## config.mk

```make
export PLATFORM = sky130hd
export DESIGN_NAME = rp_reconfig_ctrl
export DESIGN_NICKNAME = d
export VERILOG_FILES = /design/src/rtl/rp_reconfig_ctrl.sv
export SDC_FILE = /design/constraint.sdc
export NUM_CORES = 1
export LEC_CHECK = 0
export BUFFER_PORTS_ARGS = -buffer_cell sky130_fd_sc_hd__buf_2
export CORE_ASPECT_RATIO = 2
export CORE_MARGIN = 4
export CORE_UTILIZATION = 54
export CTS_BUF_LIST = sky130_fd_sc_hd__clkbuf_4 sky130_fd_sc_hd__clkbuf_8 sky130_fd_sc_hd__clkbuf_16
export DETAILED_ROUTE_END_ITERATION = 6
export GPL_TIMING_DRIVEN = 1
export MAX_ROUTING_LAYER = met4
export PLACE_DENSITY = 0.72
export SLEW_MARGIN = 20
export SYNTH_ARGS = -nofsm -noshare
export SYNTH_HDL_FRONTEND = slang
export SYNTH_SLANG_ARGS = --single-unit
```

## constraint.sdc

```tcl
create_clock -name clk -period 5.3 [get_ports clk]
set_input_delay 1.06 -clock clk [delete_from_list [all_inputs] [get_ports clk]]
set_output_delay 1.06 -clock clk [all_outputs]
set_load 0.1 [all_outputs]
```

## src/rtl/rp_reconfig_ctrl.sv

```systemverilog
// Shutdown/drain/decouple/reset/release sequencer for the
// reconfigurable partition carrying the ETH, DMA and PCIe datapaths.
module rp_reconfig_ctrl #(
  parameter int MAX_OUTSTANDING = 16,
  parameter int DRAIN_TIMEOUT   = 65535,
  parameter int RESET_HOLD      = 16
) (
  input  logic       clk,
  input  logic       rst,
  input  logic       pr_start,
  input  logic       pr_done,
  output logic       rp_shutdown_req,
  input  logic       rp_shutdown_ack,
  input  logic       rp_active,
  output logic       rp_rst_n,
  output logic       decouple,
  output logic       block_axi,
  input  logic       ar_hs,
  input  logic       r_last_hs,
  input  logic       aw_hs,
  input  logic       b_hs,
  output logic       busy,
  output logic       err_timeout,
  output logic       err_overflow,
  output logic [2:0] state_o
);

  localparam int CW = $clog2(MAX_OUTSTANDING + 1);
  localparam int HW = $clog2(RESET_HOLD + 1);

  localparam logic [CW-1:0] CMAX = CW'(MAX_OUTSTANDING);
  localparam logic [31:0] TMO_LAST = 32'(DRAIN_TIMEOUT - 1);
  localparam logic [HW-1:0] HOLD_INIT = HW'(RESET_HOLD);

  typedef enum logic [2:0] {
    S_RUN     = 3'd0,
    S_REQ     = 3'd1,
    S_DRAIN   = 3'd2,
    S_WAIT_PR = 3'd3,
    S_RESET   = 3'd4,
    S_RELEASE = 3'd5
  } state_t;

  state_t          state;
  state_t          nxt;
  logic [31:0]     timer;
  logic [HW-1:0]   hold;
  logic [CW-1:0]   rd_cnt;
  logic [CW-1:0]   wr_cnt;
  logic            drain_ok;
  logic            tmo;
  logic            cnt_en;
  logic            req_entry;
  logic            rst_n_d;
  logic            dec_d;
  logic            blk_d;
  logic            req_d;
  logic [CW:0]     rd_step;
  logic [CW:0]     wr_step;

  // Returns {error, next_count}; a simultaneous inc/dec is a no-op.
  function automatic logic [CW:0] cnt_step(
    input logic [CW-1:0] c,
    input logic          inc,
    input logic          dec
  );
    logic [CW-1:0] n;
    logic          e;
    n = c;
    e = 1'b0;
    if (inc && !dec) begin
      if (c == CMAX) e = 1'b1;
      else n = c + CW'(1);
    end else if (dec && !inc) begin
      if (c == '0) e = 1'b1;
      else n = c - CW'(1);
    end
    return {e, n};
  endfunction

  assign drain_ok  = rp_shutdown_ack && (rd_cnt == '0)
                     && (wr_cnt == '0);
  assign tmo       = (timer == TMO_LAST);
  assign cnt_en    = (state != S_WAIT_PR) && (state != S_RESET);
  assign req_entry = (state == S_RUN) && (nxt == S_REQ);
  assign rd_step   = cnt_step(rd_cnt, ar_hs, r_last_hs);
  assign wr_step   = cnt_step(wr_cnt, aw_hs, b_hs);

  always_comb begin
    nxt     = state;
    rst_n_d = 1'b1;
    dec_d   = 1'b1;
    blk_d   = 1'b1;
    req_d   = 1'b0;
    unique case (state)
      S_RUN:     if (pr_start) nxt = S_REQ;
      S_REQ:     nxt = S_DRAIN;
      S_DRAIN:   if (drain_ok || tmo) nxt = S_WAIT_PR;
      S_WAIT_PR: if (pr_done) nxt = S_RESET;
      S_RESET:   if (hold <= HW'(1)) nxt = S_RELEASE;
      S_RELEASE: if (rp_active) nxt = S_RUN;
      default:   nxt = S_RESET;
    endcase
    // Outputs are registered, so decode from the state being entered.
    unique case (nxt)
      S_RUN: begin
        dec_d = 1'b0;
        blk_d = 1'b0;
      end
      S_REQ, S_DRAIN: begin
        dec_d = 1'b0;
        req_d = 1'b1;
      end
      S_WAIT_PR: req_d = 1'b1;
      S_RESET:   rst_n_d = 1'b0;
      default:   ;
    endcase
  end

  always_ff @(posedge clk or posedge rst) begin
    if (rst) begin
      state           <= S_RESET;
      timer           <= '0;
      hold            <= HOLD_INIT;
      rd_cnt          <= '0;
      wr_cnt          <= '0;
      err_timeout     <= 1'b0;
      err_overflow    <= 1'b0;
      rp_shutdown_req <= 1'b0;
      rp_rst_n        <= 1'b0;
      decouple        <= 1'b1;
      block_axi       <= 1'b1;
      busy            <= 1'b1;
      state_o         <= 3'd4;
    end else begin
      state           <= nxt;
      state_o         <= nxt;
      busy            <= (nxt != S_RUN);
      rp_rst_n        <= rst_n_d;
      decouple        <= dec_d;
      block_axi       <= blk_d;
      rp_shutdown_req <= req_d;

      if (req_entry) timer <= '0;
      else if (state == S_DRAIN) timer <= timer + 32'd1;

      if (state == S_WAIT_PR && nxt == S_RESET) hold <= HOLD_INIT;
      else if (state == S_RESET && hold != '0) hold <= hold - HW'(1);

      // In-flight beats are abandoned once the boundary is decoupled.
      if (nxt == S_WAIT_PR && state != S_WAIT_PR) begin
        rd_cnt <= '0;
        wr_cnt <= '0;
      end else if (cnt_en) begin
        rd_cnt <= rd_step[CW-1:0];
        wr_cnt <= wr_step[CW-1:0];
        if (rd_step[CW] || wr_step[CW]) err_overflow <= 1'b1;
      end

      if (state == S_DRAIN && tmo && !drain_ok) err_timeout <= 1'b1;

      if (req_entry) begin
        err_timeout  <= 1'b0;
        err_overflow <= 1'b0;
      end
    end
  end

endmodule
```

==> results.cfg <==
[logic_synthesis]
synth_compound_area_share_pct = 7.79
synth_mux_area_share_pct = 1.82
synthXorXnorAreaFrac_pct = 9.80
synth_cells = 353
synth_edf_count = 0
synthSimpleGateAreaFrac_pct = 26.8
syn_nets = 380
yosys_warnings = 0
syn_area_mm2 = 0.00331
synth_top_family_by_area = simple AND/OR/NAND/NOR gates
synth_ff_type = dfrtp_1
yosysUniqueCellTypes = 50
synthAdderAreaFrac_pct = 6.89
seq_area_frac_synth_pct = 42.5
avgSynthCellArea_um2 = 9.37
ys_ff_latch = 56
async_flop_share_pct = 100

[worst_setup_path]
cp_common_cell = inv_1
startpoint_type = input port
cp_cell_sequence = buf_2, inv_1, ha_1, xnor2_1, a2111oi_2, inv_1, or3_1, a21oi_1
crit_path_max_incr_delay_ns = 0.75
crit_path_max_fanout = 6
cp_top_family = compound AO/OA/AOI/OAI gates
end_kind = flip-flop
path_depth = 8
critical_path_arrival_ns = 2.96
path_buf_inv = 3
crit_required_ns = 5.52
crit_type = input port to flip-flop
timing.rr.start = state[0]
rrSetupSlack_ns = 2.82
reg2reg_to = timer[31]
rr_worst_depth = 5
crit_slowest_cell = a2111oi_2

[timing]
finalMaxSlewViolations = 0
layout_setup_ws_ns = 2.57
rsz0062_at_grt = false
finClkSkew_ns = 0.00985
period_share_pct = 51.6
worst_pin_slew_ns = 0.768
hold_viol = 0
timing.setup.tns_ns = 0
setup_viol = 0
hold_ws_ns = 0.505
period_needed_ns = 2.73
max_freq_mhz = 366
max_slew_margin_pct = 48.7

[power_and_ir_drop]
p_switching_mw = 0.785
cellPowerDensity_mw_per_mm2 = 511
intPower_mw = 1.06
pwr-share-comb_pct = 42.6
finalPower_mw = 1.84
clock_power_share_pct = 22.5
power.leakage_nw = 1.59
irDropWorstVdd_mv = 0.283
seqPwrFrac_pct = 34.8
swShare_pct = 42.6

[floorplan]
rows = 40
die_w_um = 63.3
core_mm2 = 0.00596
ios = 20
chipHeight_um = 119
initial_core_util_pct = 55.5
die-area_mm2 = 0.00752

[global_route]
grt_pass1_wl_um = 11300
track_usage_pct = 19.2
grt_overflow = 0
grt_pass1_vias = 2558
grt_max_degree = 57
antenna_found_initial = 0

[clock_network]
holdBufCountCts = 0
cts_root_buffer = clkbuf_16
cts_resized = 0
cts_tree = yes
h-tree-depth = 2
cts.sinks = 56
cts_buffer_depth = 2
clk_latency_ns = 0.30
clk_pin_slew_worst_paths_ns = 0.07
post-cts-setup-buffers = 0
cts_buffers = 5

[run]
maxCapViolCount = 0

[cells_and_area]
drive_gt1_share_pct = 12.5
area_delta_synth_final_pct = 9.00
nets = 394
num-fill-cells = 510
diodes = 0

[min_path]
min_path_type = flip-flop to flip-flop
hold_depth = 2
min_from = err_overflow
worstHoldEndpoint = err_overflow

[drt]
first_pass_iters = 4
drt_iter0_markers = 81
wl_um = 6610
ant_nets = 0
drc = 0
via_count = 2524
wl_met2_um = 3590
top_layer_used = met4
route.layer.met1.wl_um = 2650
wl_met3_um = 143
routed_via_density = 5.87
wl_per_cell_um = 15.4

[status]
status = completed

[placed_design]
post-place-ws_ns = 2.23
dp_hpwl_um = 4800
portBuffers = 19
gp_congestion = 0.823
cells by family after synthesis:
group,Yosys count
flip-flops,56
multiplexers,6
AND/OR/NAND/NOR,165
buffers and inverters,32
adder cells (fa/ha/maj),17
XOR/XNOR,37
AO/OA/AOI/OAI,40
final cells by class:
| class | instances | area, µm² | share of cell area, % |
|---|---|---|---|
| Multi-Input combinational cell | 265 | 1760 | 48.7 |
| Sequential cell | 56 | 1410 | 39.0 |
| Clock buffer | 5 | 125 | 3.47 |
| Timing Repair Buffer | 21 | 110 | 3.05 |
| Tap cell | 63 | 78.8 | 2.19 |
| Inverter | 18 | 67.6 | 1.87 |
| Clock inverter | 2 | 60.1 | 1.67 |
through the flow:
stage | utilization [%] | std cells | cell area, µm²
floorplan | - | 353 | 3310
global placement | 57.4 | 423 | 3420
detailed placement | 57.4 | 423 | 3420
CTS | 60.5 | 430 | 3600
global route | 60.5 | 430 | 3600
finish | 60.5 | 430 | 3600
cells in the final DEF, fill, tap and decap left out, types with 8 or more instances in the layout:
master / n
a21oi_1: 13
buf_2: 19
dfrtp_1: 52
ha_1: 15
inv_1: 17
nand2_1: 27
nand3_1: 15
nand4_1: 9
nor2_1: 52
nor3_1: 11
nor4_1: 8
o21ai_0: 9
xnor2_1: 25
xor2_1: 12
power by group through the flow:
| stage | Sequential [mW] | Combinational, mW | Clock (mW) |
|---|---|---|---|
| after floorplan | 0.801 | 0.507 | 0 |
| after global routing | 0.656 | 0.873 | 0.437 |
| after CTS | 0.641 | 0.795 | 0.424 |
| final | 0.642 | 0.785 | 0.415 |
| after detailed placement | 0.647 | 0.794 | 0 |
| after global placement | 0.643 | 0.772 | 0 |
per-layer routing:
metal / vias up / track usage (%)
met4: 0 / 8.93
met3: 17 / 2.76
li1: 1241 / -
met2: 37 / 34.5
met5: - / -
met1: 1229 / 20.0
synthesized netlist by cell type, types with 3 or more instances:
cell type  count  area share [%]
nor3_1        11             1.7
a211oi_1       3            0.68
dfstp_2        4             3.2
nor2_1        52             5.9
and4_1         5             1.3
mux2i_1        6             1.8
o211ai_1       3            0.68
and2_1         4            0.76
nand2_1       27             3.1
inv_1         18             2.0
xor2_1        12             3.2
nor4_1         8             1.5
nand2b_1       6             1.1
nor4_2         4             1.5
or3_1          4            0.76
o21ai_0        9             1.4
nor3b_1        3            0.68
nand4_1        9             1.7
dfrtp_1       52              39
a21oi_1       13             2.0
nand3_1       15             2.3
xnor2_1       25             6.6
clkbuf_1       7            0.79
ha_1          15             5.7
state kept, by name, summed over array words and instances, names as in the netlist, 3 cells and up:
name and cells:
state 3, wr_cnt 5, timer 32, hold 5, rd_cnt 5
worst register-to-register path, cell delays in order, from the launching register on:
cell and delay (ns):
dfrtp_1 0.51, or3b_1 0.53, or4_4 0.69, nor4_2 0.38, xnor2_1 0.16, nor2_1 0.06
worst max-delay path by stage:
stage | startpoint | endpoint | slack, ns
floorplan | state[1] | timer[21] | 2.34
global placement | aw_hs | wr_cnt[4] | 2.33
detailed placement | b_hs | wr_cnt[4] | 2.23
CTS | b_hs | wr_cnt[4] | 2.56
global route | b_hs | wr_cnt[4] | 2.38
finish | b_hs | wr_cnt[4] | 2.57
No activity file was read; power rests on OpenSTA's default activity.
